File: config.mk
export PLATFORM = sky130hd
export DESIGN_NAME = ddr_write_arbiter_flat
export DESIGN_NICKNAME = d
export VERILOG_FILES = /design/src/rtl/ddr_pkg.sv /design/src/rtl/ddr_wr_if.sv /design/src/rtl/write_txn_buffer.sv /design/src/rtl/ddr_write_arbiter.sv /design/src/flat_wrapper.sv
export SDC_FILE = /design/constraint.sdc
export NUM_CORES = 1
export LEC_CHECK = 0
export ABC_AREA = 1
export CAP_MARGIN = 10
export CELL_PAD_IN_SITES_DETAIL_PLACEMENT = 0
export CELL_PAD_IN_SITES_GLOBAL_PLACEMENT = 1
export CORE_ASPECT_RATIO = 0.8
export CORE_MARGIN = 4
export CORE_UTILIZATION = 36
export DETAILED_ROUTE_END_ITERATION = 12
export PLACE_DENSITY_LB_ADDON = 0.1
export SLEW_MARGIN = 10
export SYNTH_ARGS = -nofsm -noshare
export SYNTH_HDL_FRONTEND = slang
export SYNTH_SLANG_ARGS = --single-unit
File: constraint.sdc
create_clock -name clk -period 1.59 [get_ports clk]
set_input_delay 0.159 -clock clk [delete_from_list [all_inputs] [get_ports clk]]
set_output_delay 0.159 -clock clk [all_outputs]
set_load 0.05 [all_outputs]
File: src/rtl/ddr_pkg.sv
// Shared widths, burst geometry, FSM encoding and beat record for the DDR write arbiter.
package ddr_pkg;

    localparam int ADDR_W          = 31;
    localparam int DATA_W          = 128;
    localparam int MASK_W          = 16;
    localparam int BEATS_PER_BURST = 2;

    localparam logic [1:0] BEAT_CNT_FULL = 2'(BEATS_PER_BURST);

    typedef enum logic [1:0] {
        ST_IDLE  = 2'd0,
        ST_SEND0 = 2'd1,
        ST_SEND1 = 2'd2
    } arb_state_t;

    typedef struct packed {
        logic [DATA_W-1:0] data;
        logic [MASK_W-1:0] mask;
    } beat_t;

endpackage

File: src/rtl/ddr_wr_if.sv
// MIG-style af/wdf write-port bundle; the same shape is used on the client side and the MIG side.
interface ddr_wr_if;
    import ddr_pkg::*;

    logic [ADDR_W-1:0] af_addr_din;
    logic              af_wr_en;
    logic              af_full;
    logic [DATA_W-1:0] wdf_din;
    logic [MASK_W-1:0] wdf_mask_din;
    logic              wdf_wr_en;
    logic              wdf_full;

    modport master (
        output af_addr_din, af_wr_en, wdf_din, wdf_mask_din, wdf_wr_en,
        input  af_full, wdf_full
    );

    modport slave (
        input  af_addr_din, af_wr_en, wdf_din, wdf_mask_din, wdf_wr_en,
        output af_full, wdf_full
    );

endinterface

File: src/rtl/write_txn_buffer.sv
// Holding buffer for one complete write transaction (address plus two beats) from one client.
module write_txn_buffer
    import ddr_pkg::*;
(
    input  logic              clk,
    input  logic              rst,
    ddr_wr_if.slave           client,
    input  logic              clear,
    output logic              complete,
    output logic [ADDR_W-1:0] addr,
    output beat_t             beat0,
    output beat_t             beat1
);

    logic              addr_valid_q, addr_valid_d;
    logic [1:0]        beat_cnt_q, beat_cnt_d;
    logic [ADDR_W-1:0] addr_q, addr_d;
    beat_t             beat0_q, beat0_d;
    beat_t             beat1_q, beat1_d;
    logic              af_accept, wdf_accept;

    assign client.af_full  = addr_valid_q;
    assign client.wdf_full = (beat_cnt_q == BEAT_CNT_FULL);
    assign af_accept       = client.af_wr_en && !addr_valid_q;
    assign wdf_accept      = client.wdf_wr_en && (beat_cnt_q != BEAT_CNT_FULL);
    assign complete        = addr_valid_q && (beat_cnt_q == BEAT_CNT_FULL);
    assign addr            = addr_q;
    assign beat0           = beat0_q;
    assign beat1           = beat1_q;

    // Release only fires while the buffer is full, so it never races an accepted push.
    always_comb begin
        addr_valid_d = addr_valid_q;
        beat_cnt_d   = beat_cnt_q;
        addr_d       = addr_q;
        beat0_d      = beat0_q;
        beat1_d      = beat1_q;
        if (af_accept) begin
            addr_valid_d = 1'b1;
            addr_d       = client.af_addr_din;
        end
        if (wdf_accept) begin
            beat_cnt_d = beat_cnt_q + 2'd1;
            if (beat_cnt_q == 2'd0) begin
                beat0_d = '{data: client.wdf_din, mask: client.wdf_mask_din};
            end else begin
                beat1_d = '{data: client.wdf_din, mask: client.wdf_mask_din};
            end
        end
        if (clear) begin
            addr_valid_d = 1'b0;
            beat_cnt_d   = 2'd0;
        end
    end

    always_ff @(posedge clk or negedge rst) begin
        if (!rst) begin
            addr_valid_q <= 1'b0;
            beat_cnt_q   <= 2'd0;
            addr_q       <= '0;
            beat0_q      <= '0;
            beat1_q      <= '0;
        end else begin
            addr_valid_q <= addr_valid_d;
            beat_cnt_q   <= beat_cnt_d;
            addr_q       <= addr_d;
            beat0_q      <= beat0_d;
            beat1_q      <= beat1_d;
        end
    end

endmodule

File: src/rtl/ddr_write_arbiter.sv
// Round-robin merge of FrameFiller (client 0) and LineEngine (client 1) write bursts onto the MIG.
module ddr_write_arbiter
    import ddr_pkg::*;
(
    input  logic     clk,
    input  logic     rst,
    ddr_wr_if.slave  c0,
    ddr_wr_if.slave  c1,
    ddr_wr_if.master mig
);

    logic [1:0]        complete;
    logic [1:0]        clear;
    logic [ADDR_W-1:0] c0_addr, c1_addr;
    beat_t             c0_beat0, c0_beat1, c1_beat0, c1_beat1;

    write_txn_buffer u_buf0 (
        .clk(clk), .rst(rst), .client(c0), .clear(clear[0]), .complete(complete[0]),
        .addr(c0_addr), .beat0(c0_beat0), .beat1(c0_beat1)
    );

    write_txn_buffer u_buf1 (
        .clk(clk), .rst(rst), .client(c1), .clear(clear[1]), .complete(complete[1]),
        .addr(c1_addr), .beat0(c1_beat0), .beat1(c1_beat1)
    );

    arb_state_t        state_q, state_d;
    logic              gnt_q, gnt_d;
    logic              last_q, last_d;
    logic              other;
    logic              send0_push, send1_push;
    logic [ADDR_W-1:0] sel_addr;
    beat_t             sel_beat;

    assign other      = ~gnt_q;
    assign send0_push = (state_q == ST_SEND0) && !mig.af_full && !mig.wdf_full;
    assign send1_push = (state_q == ST_SEND1) && !mig.wdf_full;
    assign clear      = send1_push ? (gnt_q ? 2'b10 : 2'b01) : 2'b00;

    // On a tie the client not served last wins; a waiting peer is chained straight from SEND1.
    always_comb begin
        state_d = state_q;
        gnt_d   = gnt_q;
        last_d  = last_q;
        case (state_q)
            ST_IDLE: begin
                if (complete != 2'b00) begin
                    gnt_d   = (complete == 2'b11) ? ~last_q : complete[1];
                    state_d = ST_SEND0;
                end
            end
            ST_SEND0: begin
                if (send0_push) state_d = ST_SEND1;
            end
            ST_SEND1: begin
                if (send1_push) begin
                    last_d = gnt_q;
                    if (complete[other]) begin
                        gnt_d   = other;
                        state_d = ST_SEND0;
                    end else begin
                        state_d = ST_IDLE;
                    end
                end
            end
            default: state_d = ST_IDLE;
        endcase
    end

    always_ff @(posedge clk or negedge rst) begin
        if (!rst) begin
            state_q <= ST_IDLE;
            gnt_q   <= 1'b0;
            last_q  <= 1'b1;
        end else begin
            state_q <= state_d;
            gnt_q   <= gnt_d;
            last_q  <= last_d;
        end
    end

    always_comb begin
        sel_addr = '0;
        sel_beat = '0;
        if (state_q != ST_IDLE) begin
            sel_addr = gnt_q ? c1_addr : c0_addr;
            if (state_q == ST_SEND1) begin
                sel_beat = gnt_q ? c1_beat1 : c0_beat1;
            end else begin
                sel_beat = gnt_q ? c1_beat0 : c0_beat0;
            end
        end
    end

    assign mig.af_addr_din  = sel_addr;
    assign mig.wdf_din      = sel_beat.data;
    assign mig.wdf_mask_din = sel_beat.mask;
    assign mig.af_wr_en     = send0_push;
    assign mig.wdf_wr_en    = send0_push || send1_push;

endmodule

File: src/flat_wrapper.sv
// flat-port wrapper written by rule: the top's interface ports become plain ports
module ddr_write_arbiter_flat import ddr_pkg::*;
  (clk, rst, c0_af_addr_din, c0_af_wr_en, c0_wdf_din, c0_wdf_mask_din, c0_wdf_wr_en, c0_af_full, c0_wdf_full, c1_af_addr_din, c1_af_wr_en, c1_wdf_din, c1_wdf_mask_din, c1_wdf_wr_en, c1_af_full, c1_wdf_full, mig_af_addr_din, mig_af_wr_en, mig_wdf_din, mig_wdf_mask_din, mig_wdf_wr_en, mig_af_full, mig_wdf_full);
  ddr_wr_if c0_i ();
  ddr_wr_if c1_i ();
  ddr_wr_if mig_i ();
  input  logic clk;
  input  logic rst;
  input wire logic [$bits(c0_i.af_addr_din)-1:0] c0_af_addr_din;
  input wire logic [$bits(c0_i.af_wr_en)-1:0] c0_af_wr_en;
  input wire logic [$bits(c0_i.wdf_din)-1:0] c0_wdf_din;
  input wire logic [$bits(c0_i.wdf_mask_din)-1:0] c0_wdf_mask_din;
  input wire logic [$bits(c0_i.wdf_wr_en)-1:0] c0_wdf_wr_en;
  output wire logic [$bits(c0_i.af_full)-1:0] c0_af_full;
  output wire logic [$bits(c0_i.wdf_full)-1:0] c0_wdf_full;
  input wire logic [$bits(c1_i.af_addr_din)-1:0] c1_af_addr_din;
  input wire logic [$bits(c1_i.af_wr_en)-1:0] c1_af_wr_en;
  input wire logic [$bits(c1_i.wdf_din)-1:0] c1_wdf_din;
  input wire logic [$bits(c1_i.wdf_mask_din)-1:0] c1_wdf_mask_din;
  input wire logic [$bits(c1_i.wdf_wr_en)-1:0] c1_wdf_wr_en;
  output wire logic [$bits(c1_i.af_full)-1:0] c1_af_full;
  output wire logic [$bits(c1_i.wdf_full)-1:0] c1_wdf_full;
  output wire logic [$bits(mig_i.af_addr_din)-1:0] mig_af_addr_din;
  output wire logic [$bits(mig_i.af_wr_en)-1:0] mig_af_wr_en;
  output wire logic [$bits(mig_i.wdf_din)-1:0] mig_wdf_din;
  output wire logic [$bits(mig_i.wdf_mask_din)-1:0] mig_wdf_mask_din;
  output wire logic [$bits(mig_i.wdf_wr_en)-1:0] mig_wdf_wr_en;
  input wire logic [$bits(mig_i.af_full)-1:0] mig_af_full;
  input wire logic [$bits(mig_i.wdf_full)-1:0] mig_wdf_full;
  assign c0_i.af_addr_din = c0_af_addr_din;
  assign c0_i.af_wr_en = c0_af_wr_en;
  assign c0_i.wdf_din = c0_wdf_din;
  assign c0_i.wdf_mask_din = c0_wdf_mask_din;
  assign c0_i.wdf_wr_en = c0_wdf_wr_en;
  assign c0_af_full = c0_i.af_full;
  assign c0_wdf_full = c0_i.wdf_full;
  assign c1_i.af_addr_din = c1_af_addr_din;
  assign c1_i.af_wr_en = c1_af_wr_en;
  assign c1_i.wdf_din = c1_wdf_din;
  assign c1_i.wdf_mask_din = c1_wdf_mask_din;
  assign c1_i.wdf_wr_en = c1_wdf_wr_en;
  assign c1_af_full = c1_i.af_full;
  assign c1_wdf_full = c1_i.wdf_full;
  assign mig_af_addr_din = mig_i.af_addr_din;
  assign mig_af_wr_en = mig_i.af_wr_en;
  assign mig_wdf_din = mig_i.wdf_din;
  assign mig_wdf_mask_din = mig_i.wdf_mask_din;
  assign mig_wdf_wr_en = mig_i.wdf_wr_en;
  assign mig_i.af_full = mig_af_full;
  assign mig_i.wdf_full = mig_wdf_full;
  ddr_write_arbiter u_core (.clk(clk), .rst(rst), .c0(c0_i), .c1(c1_i), .mig(mig_i));
endmodule
Word level (Yosys, flattened, before mapping)
Cells that the tools add are included.
- eq/ne operators: 11
- mux-type cells: 28
- $lt $le $gt $ge: 1
- reductions and logical operators: 31
- add/sub/neg operators: 2
- bitwise operators: 4
- operators with widths (kind ; number):
    $mux 144 ; 4
    $mux 31 ; 2
    $mux 2 ; 9
    $reduce_bool 2->1 ; 7
    $mux 1 ; 11
    $reduce_and 2->1 ; 5
    $logic_and 1x1->1 ; 9
    $eq 2x2->1 const B ; 4
    $ne 2x1->1 const B ; 4
    $logic_not 2->1 ; 3
    $pmux 2 s3 ; 1
    $add 2x1->2 const B ; 2
    $logic_not 1->1 ; 4
    $ne 2x2->1 const B ; 2
    $not 1->1 ; 4
    $reduce_and 4->1 ; 1
    $reduce_and 3->1 ; 1
    $eq 2x1->1 const B ; 1
    $lt 1x2->1 const B ; 1
    $pmux 1 s2 ; 1
    $logic_or 1x1->1 ; 1
- logic and storage cells: 94
- output and inout bits: 181
- bits in registers: 648

Logic depth before layout (Yosys ltp)
Gate-level depths: netlist (run 1).
- depth in word-level cells: 7
- depth in mapped cells: 10
- mapped depth without buffers: 9

Cells and area by module
A second synthesis (run 1) with hierarchy kept.
- cell total of the unflattened synthesis: 4075
- area total of the unflattened synthesis: 31604.1 um2
- by module, submodules not included (module ; cells each ; instances ; sequential area each (um2) ; area an instance (um2)):
    write_txn_buffer ; 1436 ; 2 ; 8057.7 ; 13108.8
    ddr_write_arbiter ; 1203 ; 1 ; 101.3 ; 5386.4

Worst setup path after synthesis (run 1)
Ideal clock, no wire load.
- path type: reg-to-output
- start point: register u_core.state_q[0]
- end point: output port mig_wdf_din[101]
- arrival time: 1.916 ns
- cell stages (with the launch flop): 9
- required time: 1.431 ns
- path slack: -0.485 ns
- path through: dfrtp_1 buf_2 inv_1 nand2_1 buf_2 buf_2 nor2_1 o21ai_0 a21oi_1
- longest elaborated chain between the ends: 3
- ends and longest elaborated chain (element ; RTL line ; source):
    from (decl) ; ddr_write_arbiter.sv:27 ; arb_state_t state_q, state_d;
    from (signal assigned) ; ddr_write_arbiter.sv:76 ; state_q <= state_d;
    $eq 2x2->1 ; ddr_write_arbiter.sv:87 ; if (state_q == ST_SEND1) begin
    $mux 144 ; ddr_write_arbiter.sv:87 ;
    $mux 144 (*) ; ddr_write_arbiter.sv:85 ; if (state_q != ST_IDLE) begin
    to (decl) ; flat_wrapper.sv:25 ; output wire logic [$bits(mig_i.wdf_din)-1:0] mig_wdf_din;
Every way passes the cells marked *; elsewhere a longest branch is shown, timed or not.

Worst setup path in the final report (run 1)
- start point: register u_core.gnt_q
- end point: output port mig_wdf_din[56]
- longest elaborated chain between the ends: 3
- ends and longest elaborated chain (element ; RTL line ; source):
    from (decl) ; ddr_write_arbiter.sv:28 ; logic gnt_q, gnt_d;
    from (signal assigned) ; ddr_write_arbiter.sv:77 ; gnt_q <= gnt_d;
    $mux 144, on equally long branches ; ddr_write_arbiter.sv:90, ddr_write_arbiter.sv:88 ;
    $mux 144 (*) ; ddr_write_arbiter.sv:87 ;
    $mux 144 (*) ; ddr_write_arbiter.sv:85 ;
Marks and branches as above.

==> results of run 1 <==
-- cell families (layout without fill, tap and decap cells) --
group,Yosys count,after routing,share of synthesized area
flip-flops,648,648,0.547
adder cells (fa/ha/maj),4,4,0.00169
AO/OA/AOI/OAI,1044,1044,0.201
buffers and inverters,552,1215,0.0874
AND/OR/NAND/NOR,1089,1089,0.139
multiplexers,62,62,0.0236
other,0,3,0
-- cell usage after synthesis, types with 3 or more instances --
library cell and instances:
sky130_fd_sc_hd__ha_1 4, sky130_fd_sc_hd__nand2_1 664, sky130_fd_sc_hd__a21oi_1 90, sky130_fd_sc_hd__o22ai_1 87, sky130_fd_sc_hd__dfrtp_1 647, sky130_fd_sc_hd__inv_2 3
sky130_fd_sc_hd__nor2_1 413, sky130_fd_sc_hd__o21ai_1 116, sky130_fd_sc_hd__buf_6 51, sky130_fd_sc_hd__o21ai_0 587, sky130_fd_sc_hd__o21ai_2 164, sky130_fd_sc_hd__inv_1 305
sky130_fd_sc_hd__nand3_1 4, sky130_fd_sc_hd__clkbuf_1 109, sky130_fd_sc_hd__buf_1 3, sky130_fd_sc_hd__mux2_2 62, sky130_fd_sc_hd__buf_2 68, sky130_fd_sc_hd__buf_4 13
-- report_power, final --
group | internal [mW] | switching, mW
clock | 9.97 | 6.94
sequential | 24.4 | 4.83
combinational | 26.2 | 33.9
total | 60.5 | 45.7
-- state kept, by name (all words and copies together) (netlist names), 2 cells and up --
signal	cells
u_core.u_buf0.beat0	144
u_core.u_buf0.beat1	144
u_core.u_buf1.beat0	144
u_core.u_buf1.beat1	144
u_core.u_buf0.addr	31
u_core.u_buf1.addr	31
u_core.state_q	2
u_core.u_buf0.beat_cnt_q	2
u_core.u_buf1.beat_cnt_q	2
-- path summary, 6_finish.rpt --
check                                                        start                                    to  cells after the start
max                                       u_core.gnt_q$_DFFE_PN0P_                       mig_wdf_din[56]                      6
min                                                  c0_wdf_din[1]   u_core.u_buf0.beat1[17]$_DFFE_PN0P_                      3
max reg2reg                u_core.u_buf0.beat_cnt_q[1]$_DFFE_PN0P_  u_core.u_buf0.beat1[103]$_DFFE_PN0P_                      6
min reg2reg                              u_core.last_q$_DFFE_PN1P_             u_core.last_q$_DFFE_PN1P_                      2
max in group asynchronous                                      rst   u_core.u_buf1.beat1[85]$_DFFE_PN0P_                      3
min in group asynchronous                                      rst   u_core.u_buf1.beat1[91]$_DFFE_PN0P_                      3
-- layout by cell type, fill, tap and decap left out, drive strengths merged --
| cell | instances |
|---|---|
| mux2 | 62 |
| a21oi | 90 |
| nand2 | 665 |
| diode | 3 |
| dfrtp | 647 |
| o22ai | 87 |
| or2 | 2 |
| clkdlybuf4s50 | 356 |
| clkinv | 10 |
| bufbuf | 1 |
| dfstp | 1 |
| nand3 | 4 |
| o21ai | 867 |
| nor2 | 415 |
| bufinv | 7 |
| dlygate4sd3 | 4 |
| inv | 311 |
| clkinvlp | 2 |
| nor3 | 2 |
| ha | 4 |
| nand3b | 1 |
| clkbuf | 111 |
| buf | 413 |
-- tightest hold or removal path: cells and delay by family --
kind / cells / cell delay [ps]
compound gates: 1 / 60
buf+inv: 2 / 460
-- stage by stage --
| stage | power (mW) | setup slack (ps) | setup TNS [ps] | hold WS [ps] |
|---|---|---|---|---|
| detailed placement | 86.7 | -243 | -102290 | 59.1 |
| global route | 112 | -945 | -215170 | 85.2 |
| CTS | 105 | -905 | -168060 | 64.2 |
| floorplan | 63.5 | -49.1 | -12010 | -137 |
| finish | 106 | -848 | -159150 | 92.0 |
| global placement | 85.4 | -248 | -99820 | 75.0 |
-- layout make-up --
type                    count  area [um^2]
inverters                 308         1170
clock buffers             103         2020
diodes                      3         7.51
flip-flops and latches    648        16200
clock inverters            22          305
well taps                1092         1370
repair buffers            782        10300
multi-input cells        2199        13800
fillers                  7147        35800
-- layer usage --
| layer | up-vias | share of wire |
|---|---|---|
| met5 | - | 0.0011 |
| met2 | 696 | 0.48 |
| met3 | 160 | 0.063 |
| met1 | 12700 | 0.43 |
| met4 | 18 | 0.025 |
| li1 | 12300 | - |
-- timing repair --
action | in CTS | in global routing
gates cloned | 7 | 8
endpoints found under the setup margin | 475 | 648
endpoints found under the hold margin | 359 | 0
pin swaps | 8 | 16
setup buffers | 9 | 5
resized for setup | 119 | 284
hold buffers | 4 | 0
==> out/summary.log, run 1 <==
qor: outcome.outcome complete, but fails checks
qor: outcome.failed_checks setup timing
qor: clock_network.clock_insertion_delay_worst_skew 630 ps
qor: clock_network.cts_max_path_buffers 3
qor: synth.sequential_cell_area_fraction_in_the_yosys_report 0.547
qor: synth.synthesized_net_count 3,761
qor: critical_path.cp_slowest_stage_delay 560 ps
qor: critical_path.critical_path_arrival 2280 ps
qor: synth.post_synth_instance_area 29,600 um^2
qor: placement.finalWeightedCongestion 0.834
qor: timing.post-route-worst-setup-slack -848 ps
qor: timing.slew_limit_headroom 0.580
qor: layout.drive_gt1_frac 0.284
qor: detailed_routing.vias_per_std_cell 5.02
qor: pwr.power.static_leakage 20.1 nW
qor: clock_network.cts_tree done
qor: pwr.power_per_cell_area 2350 nW/um^2
qor: synth.synth.distinct_cells 24
qor: floorplanning.die-area 87,000 um^2
qor: detailed_routing.wl 104,000 um
qor: critical_path.critical_setup_path_kind reg -> out
qor: timing.hold_violations_final 0
qor: synth.synth_enable_flop_cells 0
qor: pwr.ir_worst_vdd 1.36 mV
qor: synth.post_synth_main_area_contributors sky130_fd_sc_hd__dfrtp_1, sky130_fd_sc_hd__o21ai_0, sky130_fd_sc_hd__nand2_1
qor: layout.finalInstanceArea 45,200 um^2
qor: global_routing.global_route_wire_length_before_repair 160,000 um
qor: layout.final_net_count 4,371
qor: synth.dominantRegCellSynth sky130_fd_sc_hd__dfrtp_1
qor: global_routing.grt.met2_usage 0.389
qor: global_routing.global_route.usage.met1 0.307
qor: critical_path.crit_family buffers and inverters
qor: global_routing.grt_remaining_overflow 0
qor: clock_network.root_buffer sky130_fd_sc_hd__clkbuf_16
qor: synth.ys_seq_elements 648
qor: synth.ys_warn_count 0
qor: placement.dp.final_hpwl 72,200 um
qor: synth.biggest_area_consumer_among_synthesized_cells sky130_fd_sc_hd__dfrtp_1
qor: clock_network.numClockSinks 648
qor: timing.final.min_clock_period 2440 ps
qor: floorplanning.rows 93
qor: timing.setup_viol_count_final 455
qor: floorplanning.core 81,000 um^2
qor: timing.rsz0062_at_grt true
qor: placement.dp_cells 4,996
qor: global_routing.grt_use_met3 0.0576
qor: layout.stdcell_count 5,157
qor: worst_hold_path.holdCritPathClass in -> reg
qor: timing.achievable-frequency 410 MHz
qor: critical_path.startpoint_type flop
qor: timing.final-max-slew-violation-count 0
qor: detailed_routing.wire_per_inst 20.2 um
qor: timing.skew_final 17.0 ps
qor: global_routing.vias_in_the_first_global_route 27,000
qor: global_routing.globalRoute.busiestLayer met2
qor: critical_path.crit_chain clkinv_8 -> buf_8 -> buf_12 -> o21ai_0 -> a21oi_4 -> buf_6
qor: clock_network.cts_max_level 3
qor: floorplanning.die_width 329 um
qor: clock_network.clk_pin_slew_worst_paths 60 ps
qor: layout.utilization 0.558
qor: global_routing.track_usage 0.234
qor: synth.synth_top_area_share 0.547
qor: floorplanning.ios 539
qor: layout.area_growth_syn_to_layout 52.6%
qor: synth.synthesis.area_per_instance 8.72 um^2
qor: global_routing.grt_antenna_before_repair 12
qor: detailed_routing.route.detailed.drc 0
qor: placement.place_area 41,400 um^2
qor: job.max_cap_violations 0
qor: synth.ys_async_sr_fraction 1.00
qor: critical_path.critical_path.max_fanout 11
qor: floorplanning.chipHeight 265 um
qor: critical_path.critical_path.n_buffers_inverters 4
qor: detailed_routing.detailedRoute.firstIterationViolations 1,803
qor: detailed_routing.count_of_tritonroute_iterations_in_the_first_routing_pass 6
qor: critical_path.worst_ep_required_time 1430 ps
qor: floorplanning.initial_core_util 0.366
qor: critical_path.r2r_slack -220 ps
qor: critical_path.critical-path-slowest-cell sky130_fd_sc_hd__dfrtp_4
qor: global_routing.grt_max_degree 79
qor: timing.post-route-period-util 1.53
qor: critical_path.cp_capture_type output port
qor: detailed_routing.antenna_violating_nets_post_route 0
qor: synth.cells_after_synthesis 3,399
qor: detailed_routing.route.vias.total 25,900
qor: clock_network.cts_made_buffers 70
qor: placement.port_buffers 538
qor: timing.tightest_slew 629 ps
(Power assumes the default switching activity.)
==> inputs of run 2 (changes only) <==
--- a/config.mk
+++ b/config.mk
@@ -15,4 +15,5 @@
 export DETAILED_ROUTE_END_ITERATION = 12
 export PLACE_DENSITY_LB_ADDON = 0.1
+export SKIP_CTS_REPAIR_TIMING = 1
 export SLEW_MARGIN = 10
 export SYNTH_ARGS = -nofsm -noshare
==> constraint.sdc (replaced) <==
create_clock -name clk -period 1.59 [get_ports clk]
set_input_delay 0.318 -clock clk [delete_from_list [all_inputs] [get_ports clk]]
set_output_delay 0.318 -clock clk [all_outputs]
set_load 0.05 [all_outputs]
==> run 2 against run 1 <==
  * The run still ends with setup timing left
  * Critical endpoint is now mig_wdf_din[31]
  * Cell count is essentially flat
  * Clock skew shrank 3.0 ps
  * First-iteration DRC count shrank 5.3%
  * Largest cell class unchanged
  * Sequential share of layout area grew 0.30 points
  * Register-to-register slack lost 40 ps
  * Worst setup slack lost 99 ps
  * Final area shrank 0.82%
  * Via count shrank 0.59%
  * Clock-buffer cell count shrank 2
  * Utilization shrank 0.46 points
  * Critical path type unchanged
  * Die area is the same
  * Flip-flop and latch count is the same
==> out/summary.log, run 2 (same netlist as run 1, synthesis figures left out) <==
qor: detailed_routing.detailedRoute.firstIterationViolations 1,707 [-5.3%]
qor: global_routing.global_route.usage.met1 0.291 [-0.0155]
qor: global_routing.vias_in_the_first_global_route 26,800 [-0.80%]
qor: detailed_routing.count_of_tritonroute_iterations_in_the_first_routing_pass 5 [-1]
qor: worst_hold_path.holdCritPathClass in -> async
qor: detailed_routing.route.detailed.drc 0 [unchanged]
qor: timing.skew_final 14.0 ps [-2.99 ps]
qor: timing.hold_violations_final 0 [unchanged]
qor: placement.dpl_ws -448 ps [-204 ps]
qor: floorplanning.ios 539 [unchanged]
qor: global_routing.grt.met2_usage 0.377 [-0.0123]
qor: critical_path.crit_family buffers and inverters
qor: placement.place_area 41,500 um^2 [about the same]
qor: timing.final.hold.worst_slack 141 ps [+49.4 ps]
qor: placement.port_buffers 538 [unchanged]
qor: critical_path.critical-path-slowest-cell sky130_fd_sc_hd__dfrtp_4
qor: timing.setup_viol_count_final 601 [+32%]
qor: detailed_routing.route.vias.total 25,800 [-0.59%]
qor: global_routing.grt_antenna_before_repair 16 [+4]
qor: clock_network.cts_tree done
qor: floorplanning.die_width 329 um [unchanged]
qor: timing.post-route-worst-setup-slack -947 ps [-98.8 ps]
qor: clock_network.cts_made_buffers 72 [+2.9%]
qor: critical_path.cp_capture_type output port
qor: critical_path.crit_chain nor2_4 -> buf_12 -> buf_12 -> o21ai_1 -> o22ai_4 -> buf_12
qor: clock_network.cts_max_level 3 [unchanged]
qor: clock_network.clock_insertion_delay_worst_skew 620 ps [about the same]
qor: layout.finalInstanceArea 44,800 um^2 [-0.82%]
qor: critical_path.critical_path.reg2reg.startpoint u_core.u_buf0.beat_cnt_q[0]$_DFFE_PN0P_
qor: critical_path.critical_path.n_buffers_inverters 3 [-1]
qor: detailed_routing.vias_per_std_cell 4.99 [-0.65%]
qor: detailed_routing.antenna_violating_nets_post_route 0 [unchanged]
qor: critical_path.critical_path_arrival 2220 ps [-60 ps]
qor: pwr.power.static_leakage 20.1 nW [about the same]
qor: timing.final-max-slew-violation-count 0 [unchanged]
qor: outcome.failed_checks setup timing
qor: detailed_routing.wl 103,000 um [-0.85%]
qor: clock_network.numClockSinks 648 [unchanged]
qor: global_routing.track_usage 0.229 [-0.00506]
qor: placement.finalWeightedCongestion 0.871 [+4.4%]
qor: timing.final.min_clock_period 2540 ps [+98.8 ps]
qor: layout.drive_gt1_frac 0.256 [-0.0279]
qor: timing.totalNegativeSetupSlack -186,760 ps [-27,610 ps]
qor: global_routing.global_route_wire_length_before_repair 156,000 um [-2.3%]
qor: floorplanning.chipHeight 265 um [unchanged]
qor: clock_network.clk_pin_slew_worst_paths 60 ps [about the same]
qor: timing.achievable-frequency 394 MHz [-3.9%]
qor: critical_path.worst_ep_required_time 1270 ps [-160 ps]
qor: global_routing.grt_remaining_overflow 0 [unchanged]
qor: timing.slew_limit_headroom 0.668 [+0.0879]
qor: outcome.outcome complete, but fails checks
qor: critical_path.rr_endpoint u_core.u_buf0.beat1[64]$_DFFE_PN0P_
qor: global_routing.globalRoute.busiestLayer met2
qor: timing.post-route-period-util 1.60 [+0.0622]
qor: placement.dp.final_hpwl 71,900 um [-0.48%]
qor: critical_path.r2r_cells 8 [+2]
qor: critical_path.critical_path.max_fanout 14 [+3]
qor: critical_path.cp_slowest_stage_delay 510 ps [-50 ps]
qor: floorplanning.rows 93 [unchanged]
qor: floorplanning.core 81,000 um^2 [unchanged]
qor: timing.tightest_slew 499 ps [-130 ps]
qor: pwr.power_per_cell_area 2350 nW/um^2 [+0.10%]
qor: critical_path.critical_setup_path_kind reg -> out
qor: critical_path.cell_occurring_most_often_along_the_worst_timing_path sky130_fd_sc_hd__buf_12
qor: clock_network.cts_max_path_buffers 3 [unchanged]
qor: layout.final_cell_mix sky130_fd_sc_hd__nand2_1, sky130_fd_sc_hd__dfrtp_1, sky130_fd_sc_hd__nor2_1
qor: critical_path.r2r_slack -260 ps [-40 ps]
qor: detailed_routing.wire_per_inst 20.0 um [-0.91%]
qor: layout.area_growth_syn_to_layout 51.3%
qor: timing.rsz0062_at_grt true
qor: layout.final_common_cell sky130_fd_sc_hd__nand2_1
qor: floorplanning.initial_core_util 0.366 [unchanged]
qor: clock_network.root_buffer sky130_fd_sc_hd__clkbuf_16
qor: critical_path.startpoint_type flop
qor: job.max_cap_violations 0 [unchanged]
qor: pwr.ir_worst_vdd 1.61 mV [+19%]
qor: global_routing.grt_use_met3 0.0659 [+0.00822]
qor: floorplanning.die-area 87,000 um^2 [unchanged]
qor: layout.final_net_count 4,376 [+0.11%]
qor: global_routing.grt_max_degree 84 [+6.3%]
==> run 2: changes by cell type in the layout (fill, tap and decap cells not counted), moves of 8 or more <==
cell                        change
sky130_fd_sc_hd__buf_16        -11
sky130_fd_sc_hd__buf_4         +12
sky130_fd_sc_hd__nand2_1       +69
sky130_fd_sc_hd__nand2_2       -68
sky130_fd_sc_hd__o21ai_0       +28
sky130_fd_sc_hd__buf_12        +10
sky130_fd_sc_hd__nor2_2        -24
sky130_fd_sc_hd__o21ai_2       -27
sky130_fd_sc_hd__clkbuf_16      +8
sky130_fd_sc_hd__clkbuf_1       -8
sky130_fd_sc_hd__nor2_1        +25
==> run 2: final cells by class <==
| cell class | instances | area, um^2 |
|---|---|---|
| clock inverters | 23 | 259 |
| fillers | 7130 | 36200 |
| repair inverters | 2 | 50.0 |
| diodes | 4 | 10.0 |
| inverters | 308 | 1180 |
| well taps | 1092 | 1370 |
| flip-flops and latches | 648 | 16200 |
| clock buffers | 101 | 2120 |
| repair buffers | 783 | 10200 |
| multi-input cells | 2199 | 13400 |
==> run 2: where the power goes <==
part           internal (mW)  switching, mW  total, mW  leakage, nW
Sequential              24.4           4.50       28.9         8.01
Combinational           26.0           33.6       59.6         10.9
Clock                   10.1           6.90       17.0         1.18
==> run 2: metrics by stage <==
stage                     power [mW]  cells  utilization
after floorplan                 63.3   3399            -
after global placement          85.9   5007        0.512
after detailed placement        87.1   5007        0.512
after CTS                        105   5131        0.542
after global routing             111   5157        0.553
final                            105   5160        0.553
==> run 2: per-layer routing <==
metal  up-vias  wire length (um)
met1     12600             43400
met3       178              7130
met2       706             49400
met4        22              3090
li1      12300                 -
met5         -               158
==> run 2: how the worst max path moves through the flow <==
stage,from,end,cells after the start
global route,u_core.gnt_q$_DFFE_PN0P_,mig_wdf_din[53],6
finish,u_core.state_q[0]$_DFFE_PN0P_,mig_wdf_din[31],6
floorplan,u_core.state_q[0]$_DFFE_PN0P_,mig_wdf_din[101],8
detailed placement,c0_wdf_wr_en,u_core.u_buf0.beat1[65]$_DFFE_PN0P_,8
global placement,c0_wdf_wr_en,u_core.u_buf0.beat1[54]$_DFFE_PN0P_,8
CTS,u_core.gnt_q$_DFFE_PN0P_,mig_wdf_din[125],6
==> run 2: worst reg2reg max path, delay by kind of cell, from the launching register on <==
kind,cells,cell delay (ps)
compound gates,1,80
simple gates,3,470
flops,1,370
fa+ha+maj,1,180
buf+inv,3,640
